File: config.mk
export PLATFORM = sky130hd
export DESIGN_NAME = ram_arbiter_flat
export DESIGN_NICKNAME = d
export VERILOG_FILES = /design/src/rtl/ram_arbiter_if.sv /design/src/rtl/ram_arbiter.sv /design/src/flat_wrapper.sv
export SDC_FILE = /design/constraint.sdc
export NUM_CORES = 1
export LEC_CHECK = 0
export CORE_MARGIN = 1
export CORE_UTILIZATION = 30
export CTS_BUF_LIST = sky130_fd_sc_hd__clkbuf_8
export CTS_CLUSTER_SIZE = 20
export DETAILED_ROUTE_END_ITERATION = 7
export HOLD_SLACK_MARGIN = 0.15
export PLACE_DENSITY_LB_ADDON = 0.15
export SYNTH_ARGS = -nofsm -noshare
export SYNTH_HDL_FRONTEND = slang
export SYNTH_SLANG_ARGS = --single-unit
export TNS_END_PERCENT = 1
File: constraint.sdc
create_clock -name CLOCK_50 -period 1.9 [get_ports CLOCK_50]
set_input_delay 0.38 -clock CLOCK_50 [delete_from_list [all_inputs] [get_ports CLOCK_50]]
set_output_delay 0.38 -clock CLOCK_50 [all_outputs]
set_load 0.05 [all_outputs]
File: src/rtl/ram_arbiter_if.sv
// Bus bundle between the RAM arbiter, its two requesters (CPU, VDP) and the RAM macro.
// The arbiter takes the slave modport; the surrounding system takes the master modport.
interface ram_arbiter_if #(
    parameter int AW = 16,
    parameter int DW = 8
);
    logic          cpu_req;
    logic          cpu_we;
    logic [AW-1:0] cpu_adr;
    logic [DW-1:0] cpu_dbo;
    logic [DW-1:0] cpu_dbi;
    logic          cpu_ack;
    logic          cpu_rdy;

    logic          vid_req;
    logic [AW-1:0] vid_adr;
    logic [DW-1:0] vid_dbi;
    logic          vid_ack;

    logic [AW-1:0] mem_adr;
    logic          mem_we;
    logic [DW-1:0] mem_d;
    logic [DW-1:0] mem_q;

    modport slave (
        input  cpu_req, cpu_we, cpu_adr, cpu_dbo,
        output cpu_dbi, cpu_ack, cpu_rdy,
        input  vid_req, vid_adr,
        output vid_dbi, vid_ack,
        output mem_adr, mem_we, mem_d,
        input  mem_q
    );

    modport master (
        output cpu_req, cpu_we, cpu_adr, cpu_dbo,
        input  cpu_dbi, cpu_ack, cpu_rdy,
        output vid_req, vid_adr,
        input  vid_dbi, vid_ack,
        input  mem_adr, mem_we, mem_d,
        output mem_q
    );
endinterface

File: src/rtl/ram_arbiter.sv
// Time-shares one single-port synchronous RAM between the 6502 bus and the VDP text fetch.
// Each access takes four clocks (grant, issue, capture, ack); video wins ties up to a bounded streak.
module ram_arbiter #(
    parameter int AW             = 16,
    parameter int DW             = 8,
    parameter int MAX_VID_STREAK = 4
) (
    input  logic          CLOCK_50,
    input  logic          res,
    ram_arbiter_if.slave  bus
);
    typedef enum logic [1:0] {IDLE, ISSUE, READ, DONE} state_t;
    typedef enum logic [1:0] {OWN_NONE, OWN_CPU, OWN_VID} owner_t;

    localparam logic [3:0] STREAK_MAX = 4'(MAX_VID_STREAK);

    state_t     state_reg;
    owner_t     owner_reg;
    logic [3:0] streak_reg;
    logic       write_reg;
    logic       grant_vid;
    logic       grant_cpu;

    // Video wins unless the CPU is waiting and video has used up its streak.
    always_comb begin
        grant_vid = bus.vid_req && (!bus.cpu_req || (streak_reg < STREAK_MAX));
        grant_cpu = bus.cpu_req && !grant_vid;
    end

    always_ff @(posedge CLOCK_50 or negedge res) begin
        if (!res) begin
            state_reg   <= IDLE;
            owner_reg   <= OWN_NONE;
            streak_reg  <= 4'd0;
            write_reg   <= 1'b0;
            bus.mem_adr <= {AW{1'b0}};
            bus.mem_we  <= 1'b0;
            bus.mem_d   <= {DW{1'b0}};
            bus.cpu_dbi <= {DW{1'b0}};
            bus.vid_dbi <= {DW{1'b0}};
            bus.cpu_ack <= 1'b0;
            bus.vid_ack <= 1'b0;
            bus.cpu_rdy <= 1'b1;
        end else begin
            case (state_reg)
                IDLE: begin
                    // RDY drops as soon as a CPU request is seen, granted or not.
                    if (bus.cpu_req) begin
                        bus.cpu_rdy <= 1'b0;
                    end else begin
                        streak_reg <= 4'd0;
                    end
                    if (grant_vid) begin
                        owner_reg   <= OWN_VID;
                        write_reg   <= 1'b0;
                        bus.mem_adr <= bus.vid_adr;
                        bus.mem_we  <= 1'b0;
                        if (bus.cpu_req) begin
                            streak_reg <= streak_reg + 4'd1;
                        end
                        state_reg <= ISSUE;
                    end else if (grant_cpu) begin
                        owner_reg   <= OWN_CPU;
                        write_reg   <= bus.cpu_we;
                        bus.mem_adr <= bus.cpu_adr;
                        bus.mem_d   <= bus.cpu_dbo;
                        bus.mem_we  <= bus.cpu_we;
                        streak_reg  <= 4'd0;
                        state_reg   <= ISSUE;
                    end
                end
                ISSUE: begin
                    bus.mem_we <= 1'b0;
                    state_reg  <= READ;
                end
                READ: begin
                    if (owner_reg == OWN_CPU) begin
                        if (!write_reg) begin
                            bus.cpu_dbi <= bus.mem_q;
                        end
                        bus.cpu_ack <= 1'b1;
                    end else begin
                        bus.vid_dbi <= bus.mem_q;
                        bus.vid_ack <= 1'b1;
                    end
                    state_reg <= DONE;
                end
                DONE: begin
                    // Requests still high here belong to the finished access; never re-grant them.
                    bus.cpu_ack <= 1'b0;
                    bus.vid_ack <= 1'b0;
                    if (owner_reg == OWN_CPU) begin
                        bus.cpu_rdy <= 1'b1;
                    end
                    owner_reg <= OWN_NONE;
                    state_reg <= IDLE;
                end
                default: state_reg <= IDLE;
            endcase
        end
    end
endmodule

File: src/flat_wrapper.sv
// flat-port wrapper written by rule: the top's interface ports become plain ports
module ram_arbiter_flat 
#(
    parameter int AW             = 16,
    parameter int DW             = 8,
    parameter int MAX_VID_STREAK = 4
)
  (CLOCK_50, res, bus_cpu_req, bus_cpu_we, bus_cpu_adr, bus_cpu_dbo, bus_cpu_dbi, bus_cpu_ack, bus_cpu_rdy, bus_vid_req, bus_vid_adr, bus_vid_dbi, bus_vid_ack, bus_mem_adr, bus_mem_we, bus_mem_d, bus_mem_q);
  ram_arbiter_if #(.AW(AW), .DW(DW)) bus_i ();
  input  logic CLOCK_50;
  input  logic res;
  input wire logic [$bits(bus_i.cpu_req)-1:0] bus_cpu_req;
  input wire logic [$bits(bus_i.cpu_we)-1:0] bus_cpu_we;
  input wire logic [$bits(bus_i.cpu_adr)-1:0] bus_cpu_adr;
  input wire logic [$bits(bus_i.cpu_dbo)-1:0] bus_cpu_dbo;
  output wire logic [$bits(bus_i.cpu_dbi)-1:0] bus_cpu_dbi;
  output wire logic [$bits(bus_i.cpu_ack)-1:0] bus_cpu_ack;
  output wire logic [$bits(bus_i.cpu_rdy)-1:0] bus_cpu_rdy;
  input wire logic [$bits(bus_i.vid_req)-1:0] bus_vid_req;
  input wire logic [$bits(bus_i.vid_adr)-1:0] bus_vid_adr;
  output wire logic [$bits(bus_i.vid_dbi)-1:0] bus_vid_dbi;
  output wire logic [$bits(bus_i.vid_ack)-1:0] bus_vid_ack;
  output wire logic [$bits(bus_i.mem_adr)-1:0] bus_mem_adr;
  output wire logic [$bits(bus_i.mem_we)-1:0] bus_mem_we;
  output wire logic [$bits(bus_i.mem_d)-1:0] bus_mem_d;
  input wire logic [$bits(bus_i.mem_q)-1:0] bus_mem_q;
  assign bus_i.cpu_req = bus_cpu_req;
  assign bus_i.cpu_we = bus_cpu_we;
  assign bus_i.cpu_adr = bus_cpu_adr;
  assign bus_i.cpu_dbo = bus_cpu_dbo;
  assign bus_cpu_dbi = bus_i.cpu_dbi;
  assign bus_cpu_ack = bus_i.cpu_ack;
  assign bus_cpu_rdy = bus_i.cpu_rdy;
  assign bus_i.vid_req = bus_vid_req;
  assign bus_i.vid_adr = bus_vid_adr;
  assign bus_vid_dbi = bus_i.vid_dbi;
  assign bus_vid_ack = bus_i.vid_ack;
  assign bus_mem_adr = bus_i.mem_adr;
  assign bus_mem_we = bus_i.mem_we;
  assign bus_mem_d = bus_i.mem_d;
  assign bus_i.mem_q = bus_mem_q;
  ram_arbiter #(.AW(AW), .DW(DW), .MAX_VID_STREAK(MAX_VID_STREAK)) u_core (.CLOCK_50(CLOCK_50), .res(res), .bus(bus_i));
endmodule
==> summary.txt <==
Run status
  • Result of the run: complete, no violations

Timing
  • Final Cycle Share: 98.65%
  • Setup TNS: 0 ns
  • Least-Margin Pin Slew: 0.5187 ns
  • RSZ-0062 raised after global routing: no
  • FMAX: between 0.5 and 0.6 GHz
  • Final Skew: approximately 0.011 ns
  • Final hold vios: 0
  • Slew Viols, Final: 0
  • Hold_ws: 0.4956 ns
  • Crit path time final: 1.874 ns
  • Final setup violation count: 0
  • Max transition margin: 65.36%

Critical path
  • Critical path, cell by cell: clkdlybuf4s50_1
  • Buf+Inv Stages, Crit Path: 1
  • WP data arrival: 1.49 ns
  • Slowest stage delay, CP: between 0.8 and 0.9 ns
  • Worst Path Required: 1.52 ns
  • Crit start category: flip-flop
  • CP Max Fanout: 2
  • Kind of cell adding the most delay to the critical path: buffers and inverters
  • Slowest cell on crit path: clkdlybuf4s50_1
  • Critical path type: flip-flop to output pin
  • Worst setup EP type: output pin

GRT
  • Overflow after GRT: 0
  • Largest net degree at the start of global routing: 54
  • Initial antenna violation count: 0
  • Vias in the first global route: around 1,900
  • First-pass GRT wire length: 9.418 mm
  • Overall routing resource usage: 14.33%

Die
  • Row count: 32
  • Die height: between 90 and 100 µm
  • # IOs: 97
  • Die footprint: 8365 µm²
  • Initial Util: roughly 31%
  • CORE AREA: 7727 µm²
  • Die Wd: 91.46 µm

Cells and area
  • Layout cells sized above 1: between 20 and 25%
  • Area Overhead vs Synth: 54.30%
  • Max reg flops: 16
  • Diode count: 0
  • Final nets: 372
  • Most flop-heavy register: u_core.bus.mem_adr
  • Final core utilization: approximately 48%

Yosys
  • Synth async-reset ratio: 100.0%
  • Number of synthesized flops with an enable pin: 0
  • Synth Area per Inst: between 10 and 15 µm²
  • Post-Syn Instances: 207
  • Dominant synthesized flop cell: dfrtp_1
  • Seq/Total Area, Yosys: a little under three fifths
  • Yosys reg bits: 53
  • Post-synth top area share: 54.19%
  • Count of cell types in the netlist: 35
  • Ys Warns: 0
  • Synth top area cells: dfrtp_1 54%, mux2_2 13%, nand2_1 6.1%, o211ai_1 5.0%, nand4_1 4.2%
  • Post-synth top cells: 52 x dfrtp_1, 39 x nand2_1, 27 x mux2_2
  • Dominant cell by count in the synthesized netlist: dfrtp_1
  • Post-synthesis cell area: 2401 µm²
  • Syn nets: roughly 270
  • Area leader, netlist: dfrtp_1

Placement
  • PortBufs: 96
  • DP Wirelength: 4.316 mm
  • Final GP Congestion: 0.7366

Routing
  • Drt first pass iters: 4
  • Routed WL: 5.975 mm
  • Vias per cell: 4.661
  • Post-route ant nets: 0
  • Vias: ~1,900
  • Wire length per cell: 14.36 µm
  • Iteration-0 DRC Markers: 101
  • Detailed-route DRC error count: 0

Clocking
  • CTS tree: done
  • CTS buffer count: 5
  • Setup repair bufs after CTS: 0
  • H-tree depth: 2
  • Clk buf depth: 2
  • Root buf cell: clkbuf_8
  • Clock-pin transition on the worst setup and hold timing paths: about 0.1 ns
  • Clock Latency Late Sink: 0.31 ns
  • Clock sinks: 53

Job
  • Max Cap Violations: 0

Worst hold path
  • Worst hold path type: flip-flop to flip-flop

Power
  • Total design power: 6797 µW
  • Worst VDD drop: 0.7956 mV
  • Pwr Density: approximately 1800 nW/µm²
  • Lkg Pwr: 0.001752 µW
-- cell usage in the layout, fill, tap and decap left out, types with 2 or more instances in the layout --
cell              n
clkdlybuf4s50_1  67
dfrtp_1          52
nand2_1          39
mux2_2           27
dlymetal6s2s_1   21
buf_4            20
nand4_1          16
o211ai_1         16
inv_1             6
ha_1              6
clkbuf_8          5
nor2b_1           3
o21ai_0           3
a21oi_1           3
buf_12            3
a22o_1            2
-- final cells by class --
class / count / area (µm²)
Sequential cell: 53 / 1328
Clock buffer: 5 / 68.82
Timing Repair Buffer: 113 / 1159
Inverter: 6 / 22.52
Clock inverter: 3 / 28.78
Fill cell: 731 / 4023
Tap cell: 102 / 127.6
Multi-Input combinational cell: 134 / 970.9
-- report_power, final --
part | internal [µW] | switching [µW] | leakage [µW]
Combinational | 1570 | 2570 | 0.00106
Clock | 277 | 412 | 0.0000506
Sequential | 1680 | 289 | 0.000646
-- routing by layer --
metal	vias to the layer above	routed length (µm)	global-route usage [%]
met4	0	60	3.571
met2	42	2980	23.62
met1	943	2682	19.07
li1	948	-	-
met3	6	252	3.099
met5	-	0	0
-- kinds of logic after synthesis --
group / after synthesis / synth area share, %
muxes: 28 / 13.13
adders and majority gates: 6 / 3.127
and+or+nand+nor: 67 / 14.17
AOI/OAI and AO/OA: 33 / 10.01
buffers and inverters: 20 / 4.273
DFF: 53 / 55.29
-- timing repair --
item / in CTS / in global routing
hold buffers: 1 / 0
endpoints found under the setup margin: 0 / 21
hold endpoints to repair: 52 / 0
gates resized for setup: 0 / 21
-- tightest hold or removal path, cell delays in order (launching register included) --
cell	delay, ns
dfstp_2	0.39
nand2_1	0.05
a2bb2oi_1	0.06
-- through the flow --
step / instances / area, µm² / worst slack (ns)
floorplan: 207 / 2401 / 0.2896
global placement: 407 / 3545 / 0.1091
detailed placement: 407 / 3545 / 0.07704
CTS: 416 / 3652 / 0.005846
global route: 416 / 3705 / 0.00003653
finish: 416 / 3705 / 0.02566
-- worst paths after layout --
| kind | start | endpoint | slack (ns) | depth (start not counted) |
|---|---|---|---|---|
| hold / removal | u_core.bus.cpu_rdy | u_core.bus.cpu_rdy | 0.50 | 2 |
| min in group asynchronous | res | u_core.bus.mem_d[5] | 0.58 | 3 |
| hold reg to reg | u_core.bus.cpu_rdy | u_core.bus.cpu_rdy | 0.50 | 2 |
| setup / recovery | u_core.bus.mem_adr[5] | bus_mem_adr[5] | 0.03 | 1 |
| max in group asynchronous | res | u_core.bus.cpu_rdy | 1.04 | 3 |
| setup reg to reg | u_core.state_reg[0] | u_core.state_reg[1] | 0.16 | 5 |
(Power assumes the default switching activity.)
